File: config.mk
export PLATFORM = sky130hd
export DESIGN_NAME = eda_s2p_rx
export DESIGN_NICKNAME = d
export VERILOG_FILES = /design/src/rtl/eda_s2p_rx.sv
export SDC_FILE = /design/constraint.sdc
export NUM_CORES = 1
export LEC_CHECK = 0
export BUFFER_PORTS_ARGS = -buffer_cell sky130_fd_sc_hd__buf_2
export CORE_MARGIN = 2
export CORE_UTILIZATION = 61
export CTS_CLUSTER_SIZE = 10
export DETAILED_ROUTE_END_ITERATION = 8
export PLACE_DENSITY = 0.82
export SYNTH_ARGS = -nofsm -noshare
export SYNTH_HDL_FRONTEND = slang
export SYNTH_SLANG_ARGS = --single-unit
File: constraint.sdc
create_clock -name clk_i -period 2.65 [get_ports clk_i]
set_clock_uncertainty 0.05 [all_clocks]
set_input_delay 0.265 -clock clk_i [delete_from_list [all_inputs] [get_ports clk_i]]
set_output_delay 0.265 -clock clk_i [all_outputs]
set_load 0.1 [all_outputs]
File: src/rtl/eda_s2p_rx.sv
// Serial-to-parallel receiver: hunts an MSB-first bit stream for SYNC, then deserialises frames of SYNC + WORDS bytes.
// Latency: each data byte appears on dout_o, with a one-cycle dvld_o pulse, in the cycle after its LSB is sampled.
// Backpressure: none. The consumer must take each byte on its dvld_o pulse because the serial line cannot be stalled.
//
// Ports:
//   clk_i    sole clock; din_i is sampled on the rising edge, one bit per cycle
//   rst_n_i  asynchronous active-low reset
//   din_i    serial data, MSB of each byte first
//   dout_o   last received data byte; holds until the next byte arrives
//   dvld_o   one-cycle pulse: dout_o was updated this cycle
//   lock_o   high while frame-aligned
//   err_o    one-cycle pulse: the inter-frame sync check failed and lock was lost
//
// Build option FRAME_CHK_EN: when defined, the SYNC byte between frames is verified,
// and a mismatch drops lock and pulses err_o. When undefined, that byte slot is skipped
// without checking, err_o is tied low, and lock_o stays high from first lock until reset.

module eda_s2p_rx #(
    parameter logic [7:0]  SYNC  = 8'hE4,
    parameter int unsigned WORDS = 4       // data bytes per frame, 1..255
) (
    input  logic       clk_i,
    input  logic       rst_n_i,
    input  logic       din_i,
    output logic [7:0] dout_o,
    output logic       dvld_o,
    output logic       lock_o,
    output logic       err_o
);

    typedef enum logic [1:0] {
        S_HUNT,
        S_LOCK,
        S_CHECK
    } state_e;

    localparam logic [7:0] LAST_WORD = 8'(WORDS - 1);

    state_e     state_q;
    logic [7:0] sr_q;
    logic [7:0] sr_d;
    logic [2:0] bit_cnt_q;
    logic [7:0] word_cnt_q;
    logic [7:0] dout_q;
    logic       dvld_q;
    logic       lock_q;
    logic       err_q;

    // The byte that ends with the bit sampled at this edge.
    assign sr_d = {sr_q[6:0], din_i};

    always_ff @(posedge clk_i or negedge rst_n_i) begin
        if (!rst_n_i) begin
            state_q    <= S_HUNT;
            sr_q       <= 8'h00;
            bit_cnt_q  <= 3'd0;
            word_cnt_q <= 8'd0;
            dout_q     <= 8'h00;
            dvld_q     <= 1'b0;
            lock_q     <= 1'b0;
            err_q      <= 1'b0;
        end else begin
            sr_q   <= sr_d;
            dvld_q <= 1'b0;
            err_q  <= 1'b0;
            case (state_q)
                // Bit-sliding search: every edge is a candidate byte boundary.
                S_HUNT: begin
                    if (sr_d == SYNC) begin
                        state_q    <= S_LOCK;
                        lock_q     <= 1'b1;
                        bit_cnt_q  <= 3'd0;
                        word_cnt_q <= 8'd0;
                    end
                end
                // A SYNC-valued byte here is ordinary data; alignment is
                // only revisited in the sync slot between frames.
                S_LOCK: begin
                    bit_cnt_q <= bit_cnt_q + 3'd1;
                    if (bit_cnt_q == 3'd7) begin
                        dout_q <= sr_d;
                        dvld_q <= 1'b1;
                        if (word_cnt_q == LAST_WORD) begin
                            word_cnt_q <= 8'd0;
                            state_q    <= S_CHECK;
                        end else begin
                            word_cnt_q <= word_cnt_q + 8'd1;
                        end
                    end
                end
                // Sync slot between frames. bit_cnt wrapped to 0 on the last
                // data byte, so it counts this slot from its first bit.
                S_CHECK: begin
                    bit_cnt_q <= bit_cnt_q + 3'd1;
                    if (bit_cnt_q == 3'd7) begin
`ifdef FRAME_CHK_EN
                        if (sr_d == SYNC) begin
                            state_q <= S_LOCK;
                        end else begin
                            // Hunting resumes with the next bit; the history
                            // in sr_q is kept so the search keeps sliding.
                            state_q <= S_HUNT;
                            lock_q  <= 1'b0;
                            err_q   <= 1'b1;
                        end
`else
                        state_q <= S_LOCK;
`endif
                    end
                end
                default: begin
                    state_q <= S_HUNT;
                    lock_q  <= 1'b0;
                end
            endcase
        end
    end

    assign dout_o = dout_q;
    assign dvld_o = dvld_q;
    assign lock_o = lock_q;
    assign err_o  = err_q;

endmodule

==> After elaboration in Yosys (flattened, before gate mapping) <==
Index checks and enable logic that the tools add are counted.
{ "classes": {"reduce_logical": 9, "n_addsub": 2, "n_eq_ne": 9, "mux": 15, "n_bitwise": 1} }
{ "op_table": {"columns": ["cell", "n"], "rows": [
  ["$mux 8", 3],
  ["$pmux 8 s2", 1],
  ["$add 8x1->8 const B", 1],
  ["$eq 8x2->1 const B", 1],
  ["$eq 8x8->1 const B", 1],
  ["$mux 2", 4],
  ["$ne 2x2->1 const B", 4],
  ["$pmux 2 s3", 1],
  ["$pmux 3 s2", 1],
  ["$reduce_and 2->1", 3],
  ["$reduce_and 4->1", 1],
  ["$reduce_bool 2->1", 2],
  ["$add 3x1->3 const B", 1],
  ["$eq 3x3->1 const B", 1],
  ["$mux 1", 3],
  ["$mux 3", 1],
  ["$reduce_and 3->1", 1],
  ["$eq 2x1->1 const B", 1],
  ["$eq 2x2->1 const B", 1],
  ["$logic_not 2->1", 1],
  ["$pmux 1 s2", 1],
  ["$reduce_or 2->1", 1],
  ["$not 1->1", 1]
]} }
{ "totals": {"regBits": 30, "output_inout_bits": 11, "in_bits": 3, "wordCells": 43} }

==> Depth between registers and ports, before layout <==
{ "logic_depth": {"ltp_word": 4, "mapped_depth": 8, "ltp_nobuf": 6} }

==> Worst setup path before layout <==
No wires, ideal clock.
{ "synth_path": {"path_kind": "register -> register", "start": "register bit_cnt_q[0]", "end": "register dout_q[0] (netlist: dout_o[0])", "n_path_buf": 1, "setup_slack_ns": 0.914, "t_arrival_ns": 1.560, "path_stages_with_launch": 6, "t_required_ns": 2.474, "setup_time_ns": 0.126, "synth_period_minus_slack_ns": 1.736, "path_cell_list": "dfrtp_1 > ha_1 > ha_1 > nand2_1 > clkbuf_1 > mux2_2"} }
{ "synth_between": {"elab_chain_cells": 2} }
{ "synth_rtl": {"columns": ["item", "line", "rtl"], "rows": [
  ["start, declared", "42", "logic [2:0] bit_cnt_q;"],
  ["start signal, assigned", "79", "bit_cnt_q <= bit_cnt_q + 3'd1;"],
  ["start signal, assigned", "94", "bit_cnt_q <= bit_cnt_q + 3'd1;"],
  ["$eq 3x3->1", "80", "if (bit_cnt_q == 3'd7) begin"],
  ["$reduce_and 2->1 (no source line)", null, null],
  ["end signal, assigned", "81", "dout_q <= sr_d;"],
  ["end, declared", "44", "logic [7:0] dout_q;"]
]} }
No other way between the ends.
A chain may end at the register's enable or synchronous reset.

==> Worst setup path in the final report <==
{ "layout_path": {"start": "register state_q[1]", "end": "register word_cnt_q[3]"} }
{ "layout_between": {"elab_chain_cells": 3, "elab_cells_between_ends": 7, "classes_between": "3 x eq/ne; 1 x mux; 3 x reduce/logical"} }
{ "layout_rtl": {"columns": ["item", "line", "rtl"], "rows": [
  ["start, declared", "39", "state_e state_q;"],
  ["start signal, assigned", "54", "state_q <= S_HUNT;"],
  ["start signal, assigned", "70", "state_q <= S_LOCK;"],
  ["start signal, assigned", "85", "state_q <= S_CHECK;"],
  ["$eq 2x1->1 or $logic_not 2->1 (tied branches)", "66", "case (state_q)"],
  ["$ne 2x2->1 (no source line) or $reduce_bool 2->1 (tied branches)", null, null],
  ["$reduce_and 3->1 (no source line)", null, null],
  ["end signal, assigned", "87", "word_cnt_q <= word_cnt_q + 8'd1;"],
  ["end, declared", "43", "logic [7:0] word_cnt_q;"]
]} }
Several ways; a longest one is shown, not always the timed one.

==> results.cfg <==
[critical_path]
critical-path-max-stage-delay_ns = 0.52
end_kind = flip-flop
crit_buf_inv = 1
slowest_stage = or3_4
cp.arrival_ns = 2.31
critPathTopFamily = simple AND/OR/NAND/NOR gates
worstPathRequired_ns = 2.82
worst-path-max-fanout = 12
path_cells = inv_1 -> ha_1 -> nand2_1 -> or3_4 -> o31ai_1
crit_type = reg -> reg
worst_setup_path_start_kind = flip-flop

[yosys]
ys_seq_area_frac = 0.540
synth-edff-count = 0
synth.distinct_cells = 36
synth_common_cells = 30 x dfrtp_1, 10 x o21ai_0, 8 x mux2_2
synthTopCellsByArea = dfrtp_1 54%, mux2_2 6.5%, ha_1 6.3%
synth.cell_area_um2 = 1390
ys_ff_latch = 30
synth_ff_type = dfrtp_1
synth_most_common_cell = dfrtp_1
syn-num-nets = 124
yosysTopAreaCellShare = 0.540
async_flop_share = 1.00
ys.warnings.count = 0
synth_area_leader_cell = dfrtp_1
syn_inst = 114
syn_area_per_cell_um2 = 12.2

[placement]
placed_cells = 150
place_hpwl_mm = 1.76
placed_area_um2 = 1460
io_buffer_count = 12
place.gp.congestion = 0.787

[detailed_routing]
wl_per_cell_um = 15.6
first_pass_iters = 4
wl_mm = 2.45
antenna_left = 0
drt-initial-drc-count = 12
drc_errors = 0
vias = 956
vias_per_cell = 6.09

[sta]
fmax_mhz = 466
period_needed_ns = 2.15
rsz0062_at_grt = false
drv_slew = 0
tightestPinTransition_ns = 0.702
fin_setup_tns_ns = 0
final-setup-viol-count = 0
post-route-period-util = 0.809
hold_viol_final = 0
maxSlewHeadroom = 0.518

[clocking]
root_buffer = clkbuf_4
cts_setup_buffers = 0
cts_hold_buf = 1
cts-resized-gates = 0
cts_tree = built
cts_made_buffers = 5
clock_sinks = 30
clk_path_buf_depth = 2
clk-insertion-delay-late_ns = 0.32
htreeDepth = 2
clk_pin_slew_ns = 0.09

[power]
swShare = 0.264
switchingPower_w = 0.000215
vdd_drop_max_mv = 0.361
pwr-share-comb = 0.098
clock_power_share = 0.319
power.density_nw_per_um2 = 537
p_seq_frac = 0.583
internal_power_w = 0.000600
power.leakage_nw = 0.699

[global_routing]
use_met1 = 0.270
grt_most_used_layer = met2
grt_use_total = 0.227
grt_pass1_wl_mm = 4.22
use_met2 = 0.353
antenna_found_initial = 0
met3_usage = 0.0833
grt_max_degree = 31
grt_pass1_vias = 961
grt-ovfl-total = 0

[finish]
area_delta_synth_final_pct = 9.36
multi_input_area_um2 = 591
fillCellCount = 169
nNetsFinal = 140
antenna_cells = 0
design_area_um2 = 1520
regArea_um2 = 751
drive_gt1_frac = 0.256
stdcell_count = 157

[die]
dieArea_um2 = 2680
io_pins = 14
start_util = 0.634
fp.dieW_um = 51.7
die_y_um = 51.7
core_um2 = 2190
std_cell_rows = 17

[run]
drv_cap = 0

[hold_path]
worstHoldPathType = in -> reg

[status]
status = finished clean
[power by group through the flow]
stage | clock network [W] | registers (W) | logic, W
floorplan | 0 | 0.000530 | 0.0000149
global placement | 0 | 0.000485 | 0.0000786
detailed placement | 0 | 0.000486 | 0.0000796
CTS | 0.000268 | 0.000476 | 0.0000807
global route | 0.000288 | 0.000478 | 0.0000832
finish | 0.000260 | 0.000476 | 0.0000796
[stage by stage]
stage | power (W) | setup slack [ns] | hold WS, ns | util
detailed placement | 0.000565 | 0.481 | 0.272 | 0.666
CTS | 0.000825 | 0.488 | 0.0599 | 0.694
global placement | 0.000563 | 0.663 | 0.263 | 0.666
finish | 0.000816 | 0.505 | 0.0673 | 0.694
global route | 0.000849 | 0.283 | 0.0582 | 0.694
floorplan | 0.000545 | 0.914 | -0.0806 | -
[routing by layer]
layer / wire length (um) / share of wire / vias up
li1: - / - / 451
met2: 1180 / 0.48 / 26
met4: 46 / 0.019 / 0
met3: 140 / 0.057 / 5
met1: 1080 / 0.44 / 474
met5: 0 / 0 / -
[layout make-up]
cell class,instances,area share
sequential,30,0.494
clock buffer,6,0.0337
multi-input combinational,74,0.388
timing repair buffer,13,0.0461
tap,28,0.0230
inverter,6,0.0148
[sequential cells by signal (all words and copies together) (netlist names)]
register	count
dout_o	8
word_cnt_q	8
sr_q	7
bit_cnt_q	3
state_q	2
dvld_o	1
lock_o	1
[final timing paths]
path                                        start                         to  slack (ns)  cells past startpoint
setup / recovery           state_q[1]$_DFFE_PN0P_  word_cnt_q[3]$_DFFE_PN0P_        0.50                      5
hold / removal                              din_i          sr_q[0]$_DFF_PN0_        0.07                      1
setup reg to reg           state_q[1]$_DFFE_PN0P_  word_cnt_q[3]$_DFFE_PN0P_        0.50                      5
hold reg to reg                 sr_q[1]$_DFF_PN0_          sr_q[2]$_DFF_PN0_        0.35                      0
max in group asynchronous                 rst_n_i  word_cnt_q[3]$_DFFE_PN0P_        1.68                      2
min in group asynchronous                 rst_n_i           dvld_o$_DFF_PN0_        0.45                      2
[cell families (layout without fill, tap and decap cells)]
group / count (synthesis) / count (layout) / synth area share
buf+inv: 10 / 25 / 0.0351
other cells: 1 / 1 / 0.00270
flops: 30 / 30 / 0.540
mux: 11 / 11 / 0.0864
simple gates: 24 / 24 / 0.122
fa+ha+maj: 7 / 7 / 0.0630
compound gates: 31 / 31 / 0.151
[worst reg2reg max path, stage by stage, from the launching register on]
cell	delay, ns
dfrtp_1	0.42
inv_1	0.10
ha_1	0.33
nand2_1	0.36
or3_4	0.52
o31ai_1	0.25
[cell usage in the layout, fill, tap and decap left out, types with 2 or more instances in the layout]
cell      count
buf_2        12
inv_1         6
dfrtp_1      30
nand2_1       3
nand4_1       2
o21ai_0      10
a32o_1        2
a21oi_1       3
o31ai_1       4
mux2_2        8
ha_1          7
a31oi_1       3
a21o_1        3
nor3_1        2
nand3_1       2
clkbuf_4      5
nor2_1        5
mux2i_1       3
Note: power is estimated with default switching activity, not from simulation.
